$ cat config.mk
export PLATFORM = sky130hd
export DESIGN_NAME = map_read_arbiter
export DESIGN_NICKNAME = d
export VERILOG_FILES = /design/src/rtl/map_arb_pkg.sv /design/src/rtl/rr_arbiter.sv /design/src/rtl/map_read_arbiter.sv
export SDC_FILE = /design/constraint.sdc
export NUM_CORES = 1
export LEC_CHECK = 0
export ABC_AREA = 1
export ABC_CLOCK_PERIOD_IN_PS = 7600
export BUFFER_PORTS_ARGS = -buffer_cell sky130_fd_sc_hd__buf_2
export CAP_MARGIN = 20
export CORE_MARGIN = 4
export CORE_UTILIZATION = 50
export CTS_CLUSTER_SIZE = 20
export DETAILED_ROUTE_END_ITERATION = 6
export PLACE_DENSITY_LB_ADDON = 0.1
export SKIP_CTS_REPAIR_TIMING = 1
export SLEW_MARGIN = 15
export SYNTH_ARGS = -nofsm -noshare
export SYNTH_HDL_FRONTEND = slang
export SYNTH_HIERARCHICAL = 1
export SYNTH_SLANG_ARGS = --single-unit
$ cat constraint.sdc
create_clock -name pixel_clk_in -period 7.6 [get_ports pixel_clk_in]
set_input_delay 0 -clock pixel_clk_in [delete_from_list [all_inputs] [get_ports pixel_clk_in]]
set_output_delay 0 -clock pixel_clk_in [all_outputs]
set_load 0.05 [all_outputs]
$ cat src/rtl/map_arb_pkg.sv
// rtl/map_arb_pkg.sv - shared constants, tag type and round-robin search for the map read arbiter
package map_arb_pkg;

  localparam int MAP_SIZE_DEF = 24;
  localparam int MAP_CELLS    = MAP_SIZE_DEF * MAP_SIZE_DEF;
  localparam int MAX_REQ      = 8;
  localparam int ARB_IDX_W    = $clog2(MAX_REQ);

  typedef struct packed {
    logic                 valid;
    logic [ARB_IDX_W-1:0] idx;
    logic                 oob;
  } arb_tag_t;

  // Returns {found, index}; offsets are scanned high to low so the lowest offset from ptr wins.
  function automatic logic [ARB_IDX_W:0] rr_pick(input logic [MAX_REQ-1:0] req,
                                                 input logic [ARB_IDX_W-1:0] ptr,
                                                 input int n);
    logic [ARB_IDX_W:0] r;
    int k;
    r = '0;
    for (int i = MAX_REQ - 1; i >= 0; i--) begin
      if (i < n) begin
        k = int'(ptr) + i;
        if (k >= n) k = k - n;
        if (req[k]) r = {1'b1, k[ARB_IDX_W-1:0]};
      end
    end
    return r;
  endfunction

endpackage

$ cat src/rtl/rr_arbiter.sv
// rtl/rr_arbiter.sv - combinational round-robin picker with a registered rotation pointer
module rr_arbiter
  import map_arb_pkg::*;
#(
  parameter int NUM_REQ = 2
) (
  input  logic                 pixel_clk_in,
  input  logic                 rst_in,
  input  logic [NUM_REQ-1:0]   req,
  output logic                 pick_valid,
  output logic [ARB_IDX_W-1:0] pick_idx
);

  logic [ARB_IDX_W-1:0] rr_ptr;
  logic [ARB_IDX_W:0]   pick;

  always_comb begin
    pick       = rr_pick(MAX_REQ'(req), rr_ptr, NUM_REQ);
    pick_valid = pick[ARB_IDX_W];
    pick_idx   = pick[ARB_IDX_W-1:0];
  end

  always_ff @(posedge pixel_clk_in) begin
    if (!rst_in) begin
      rr_ptr <= '0;
    end else if (pick_valid) begin
      rr_ptr <= (int'(pick_idx) + 1 == NUM_REQ) ? '0 : pick_idx + ARB_IDX_W'(1);
    end
  end

endmodule

$ cat src/rtl/map_read_arbiter.sv
// rtl/map_read_arbiter.sv - round-robin sharing of the map BRAM read port with tagged data return
// Optional out-of-range substitution: MAP_READ_ARBITER_OOB_CHECK_EN
module map_read_arbiter
  import map_arb_pkg::*;
#(
  parameter int                NUM_REQ      = 2,
  parameter int                MAP_SIZE     = MAP_SIZE_DEF,
  parameter int                ADDR_W       = $clog2(MAP_SIZE * MAP_SIZE),
  parameter int                DATA_W       = 8,
  parameter int                READ_LATENCY = 2,
  parameter logic [DATA_W-1:0] OOB_DATA     = DATA_W'(1)
) (
  input  logic                      pixel_clk_in,
  input  logic                      rst_in,
  input  logic [NUM_REQ-1:0]        req_in,
  input  logic [NUM_REQ*ADDR_W-1:0] addr_in,
  output logic [NUM_REQ-1:0]        gnt_out,
  output logic [DATA_W-1:0]         data_out,
  output logic [NUM_REQ-1:0]        data_valid_out,
  output logic [ADDR_W-1:0]         bram_addr_out,
  input  logic [DATA_W-1:0]         bram_data_in,
  output logic                      busy_out
);

  localparam logic [ADDR_W:0] CELLS_L = (ADDR_W + 1)'(MAP_SIZE * MAP_SIZE);

  logic                 pick_valid;
  logic [ARB_IDX_W-1:0] pick_idx;
  logic [ADDR_W-1:0]    pick_addr;
  arb_tag_t             new_tag;
  arb_tag_t             tags [READ_LATENCY+1];

  rr_arbiter #(.NUM_REQ(NUM_REQ)) u_rr (
    .pixel_clk_in (pixel_clk_in),
    .rst_in       (rst_in),
    .req          (req_in),
    .pick_valid   (pick_valid),
    .pick_idx     (pick_idx)
  );

  always_comb begin
    pick_addr     = addr_in[int'(pick_idx)*ADDR_W +: ADDR_W];
    new_tag.valid = pick_valid;
    new_tag.idx   = pick_idx;
`ifdef MAP_READ_ARBITER_OOB_CHECK_EN
    new_tag.oob   = pick_valid && ({1'b0, pick_addr} >= CELLS_L);
`else
    new_tag.oob   = 1'b0;
`endif
  end

  // tags[k] describes the read whose address went out k cycles ago; the last stage lines up with douta.
  always_ff @(posedge pixel_clk_in) begin
    if (!rst_in) begin
      gnt_out        <= '0;
      bram_addr_out  <= '0;
      data_out       <= '0;
      data_valid_out <= '0;
      for (int k = 0; k <= READ_LATENCY; k++) tags[k] <= '0;
    end else begin
      gnt_out <= pick_valid ? (NUM_REQ'(1) << pick_idx) : '0;
      if (pick_valid) bram_addr_out <= pick_addr;
      tags[0] <= new_tag;
      for (int k = 1; k <= READ_LATENCY; k++) tags[k] <= tags[k-1];
      data_valid_out <= tags[READ_LATENCY].valid ? (NUM_REQ'(1) << tags[READ_LATENCY].idx) : '0;
      if (tags[READ_LATENCY].valid) begin
`ifdef MAP_READ_ARBITER_OOB_CHECK_EN
        data_out <= tags[READ_LATENCY].oob ? OOB_DATA : bram_data_in;
`else
        data_out <= bram_data_in;
`endif
      end
    end
  end

  always_comb begin
    busy_out = |gnt_out;
    for (int k = 0; k <= READ_LATENCY; k++) busy_out = busy_out | tags[k].valid;
  end

endmodule

==> results.sh <==
export IMPL_yosysTopAreaCellShare_pct=44.4
export IMPL_drive_gt1_share_pct=24.8
export IMPL_grt_max_degree=27
export IMPL_ant_nets=0
export IMPL_endpoint="bram_addr_out[5]$_SDFFE_PN0P_"
export IMPL_port_buffers=54
export IMPL_cts_num_sinks=37
export IMPL_mostFrequentLayoutCells="nand2_1 (82), buf_2 (54), dfxtp_1 (37)"
export IMPL_min_period_ps=3220
export IMPL_yosysTopAreaCell="dfxtp_1"
export IMPL_power_density_nw_per_um2=374
export IMPL_cp_start_kind="flip-flop"
export IMPL_hold_viol=1
export IMPL_critPathMaxFanout=10
export IMPL_yosysWarnings=6
export IMPL_final_common_cell="nand2_1"
export IMPL_grt_pass1_wl_um=5310
export IMPL_post_route_util_pct=67.6
export IMPL_reg2reg_to="bram_addr_out[5]$_SDFFE_PN0P_"
export IMPL_fin_ws_ps=4380
export IMPL_reg2reg_depth=16
export IMPL_ys_types=24
export IMPL_path_clk_slew_ps=110
export IMPL_grt_antenna_before_repair=0
export IMPL_dieHeight_um=65.8
export IMPL_synth_area_leaders="dfxtp_1 (44%), nand2_1 (18%), inv_1 (6.5%)"
export IMPL_ys_seq_area_share_pct=44.4
export IMPL_endpoint_kind="flip-flop"
export IMPL_avgSynthCellArea_um2=7.26
export IMPL_io_pins=55
export IMPL_grt_pass1_vias=1295
export IMPL_cts_tree="done"
export IMPL_cap_viol_max_count=0
export IMPL_clk_latency_ps=330
export IMPL_insertedDiodeCount=0
export IMPL_worstPathRequired_ps=7820
export IMPL_fin_skew_ps=9.32
export IMPL_crit_start="u_rr/rr_ptr[0]$_SDFFE_PN0P_"
export IMPL_ir_drop_mv=0.291
export IMPL_dr_pass1_iters=4
export IMPL_timing_final_crit_share_pct=42.4
export IMPL_area_growth_pct=26.6
export IMPL_status="finished with violations"
export IMPL_cts_made_buffers=5
export IMPL_wl_um=3310
export IMPL_drc=0
export IMPL_dieArea_um2=4330
export IMPL_clockBufferDepth=2
export IMPL_grt_overflow=0
export IMPL_hold_class="primary input to flip-flop"
export IMPL_pre_cts_ws_ps=4390
export IMPL_fp_coreArea_um2=3130
export IMPL_rsz0062_at_grt="no"
export IMPL_setup_viol=0
export IMPL_rows=20
export IMPL_place_gp_congestion=0.786
export IMPL_worstPathArrival_ps=3440
export IMPL_syn_area_um2=1670
export IMPL_hpwlAfterDp_um=2370
export IMPL_reg2reg_slack_ps=4380
export IMPL_whs_ps=-0.418
export IMPL_yosys_register_bits=37
export IMPL_synth_cells=230
export IMPL_initial_core_util_pct=53.4
export IMPL_grt_usage_pct=15.8
export IMPL_drv_slew=0
export IMPL_die_w_um=65.8
export IMPL_critical_path_class="flip-flop to flip-flop"
export IMPL_drtIter0Drc=31
export IMPL_fmax_mhz=310
export IMPL_fin_nets=337
export IMPL_vias_per_cell=4.44
export IMPL_p_leak_nw=1.17
export IMPL_violations="hold timing"
export IMPL_post_drt_wl_per_cell_um=9.66
export IMPL_worstReg2RegStart="u_rr/rr_ptr[0]$_SDFFE_PN0P_"
export IMPL_vias=1519
export IMPL_htree_levels=2
export IMPL_tns_ps=0
export IMPL_root_buffer="clkbuf_4"
layout make-up:
| cell class | count | area, um^2 |
|---|---|---|
| fillers | 291 | 1010 |
| multi-input cells | 157 | 766 |
| flip-flops and latches | 37 | 741 |
| repair buffers | 66 | 388 |
| inverters | 30 | 113 |
| well taps | 44 | 55.1 |
| clock buffers | 6 | 41.3 |
| clock inverters | 2 | 10.0 |
how the worst min path moves through the flow:
stage | startpoint | end | slack (ps) | cells past startpoint
4_1_cts | bram_data_in[7] | data_out[7]$_SDFFE_PN0P_ | -120 | 3
2_1_floorplan | rst_in | u_rr/rr_ptr[1]$_SDFFE_PN0P_ | 120 | 2
6_report | addr_in[9] | bram_addr_out[9]$_SDFFE_PN0P_ | -0.4 | 5
3_5_place_dp | bram_data_in[1] | data_out[1]$_SDFFE_PN0P_ | 240 | 3
3_3_place_gp | bram_data_in[1] | data_out[1]$_SDFFE_PN0P_ | 230 | 3
5_1_grt | addr_in[11] | bram_addr_out[1]$_SDFFE_PN0P_ | 5 | 5
cell families (layout without fill, tap and decap cells):
group	after synthesis	in the layout	share of synthesized area, %
and+or+nand+nor	121	121	30.7
buffers and inverters	38	104	10.2
DFF	37	37	44.4
AOI/OAI and AO/OA	24	24	8.25
adders and majority gates	8	8	6.00
other	2	4	0.450
sequential cells by signal (all words and copies together) (netlist names):
register        cells
tags               12
u_rr/rr_ptr         3
bram_addr_out      10
data_out            8
gnt_out             2
data_valid_out      2
worst max-delay path, cell delays in order (launching register included):
cell and delay, ps:
dfxtp_1 520, ha_1 220, nand2_1 60, nand2_1 110
inv_1 60, ha_1 220, and2_4 170, nand2_4 60
nand4_4 90, a22oi_1 450, buf_4 270, inv_2 110
nand2_1 70, nand2_1 40, dlygate4sd3_1 540, nand2_1 60
a21oi_1 50
routing by layer:
layer / track usage, % / routed length (um) / up-vias
li1: - / - / 829
met1: 18.3 / 1450 / 641
met2: 25.7 / 1540 / 43
met3: 5.95 / 263 / 6
met4: 7.25 / 49 / 0
met5: 0 / 0 / -
per-stage QoR:
stage          cell area, um^2  total power [mW]  instances
6_report                  2110             0.790        342
5_1_grt                   2110             0.862        342
4_1_cts                   2000             0.779        330
3_5_place_dp              1940             0.679        322
3_3_place_gp              1940             0.671        322
2_1_floorplan             1680             0.609        232
power breakdown:
part           total [mW]  leakage (nW)  switching, mW  internal, mW
registers           0.249         0.301         0.0238         0.225
logic               0.444         0.833          0.299         0.144
clock network      0.0972        0.0320         0.0619        0.0353
total               0.790          1.17          0.385         0.405
synth_stat cells (all sizes together):
cell,instances
dfxtp,37
conb,2
a21oi,12
a22oi,1
ha,8
nand2,86
inv,30
and2,1
nor3,3
nand4,2
o21ai,11
nor2,24
buf,8
nor4,1
nand3,4
(Power assumes the default switching activity.)
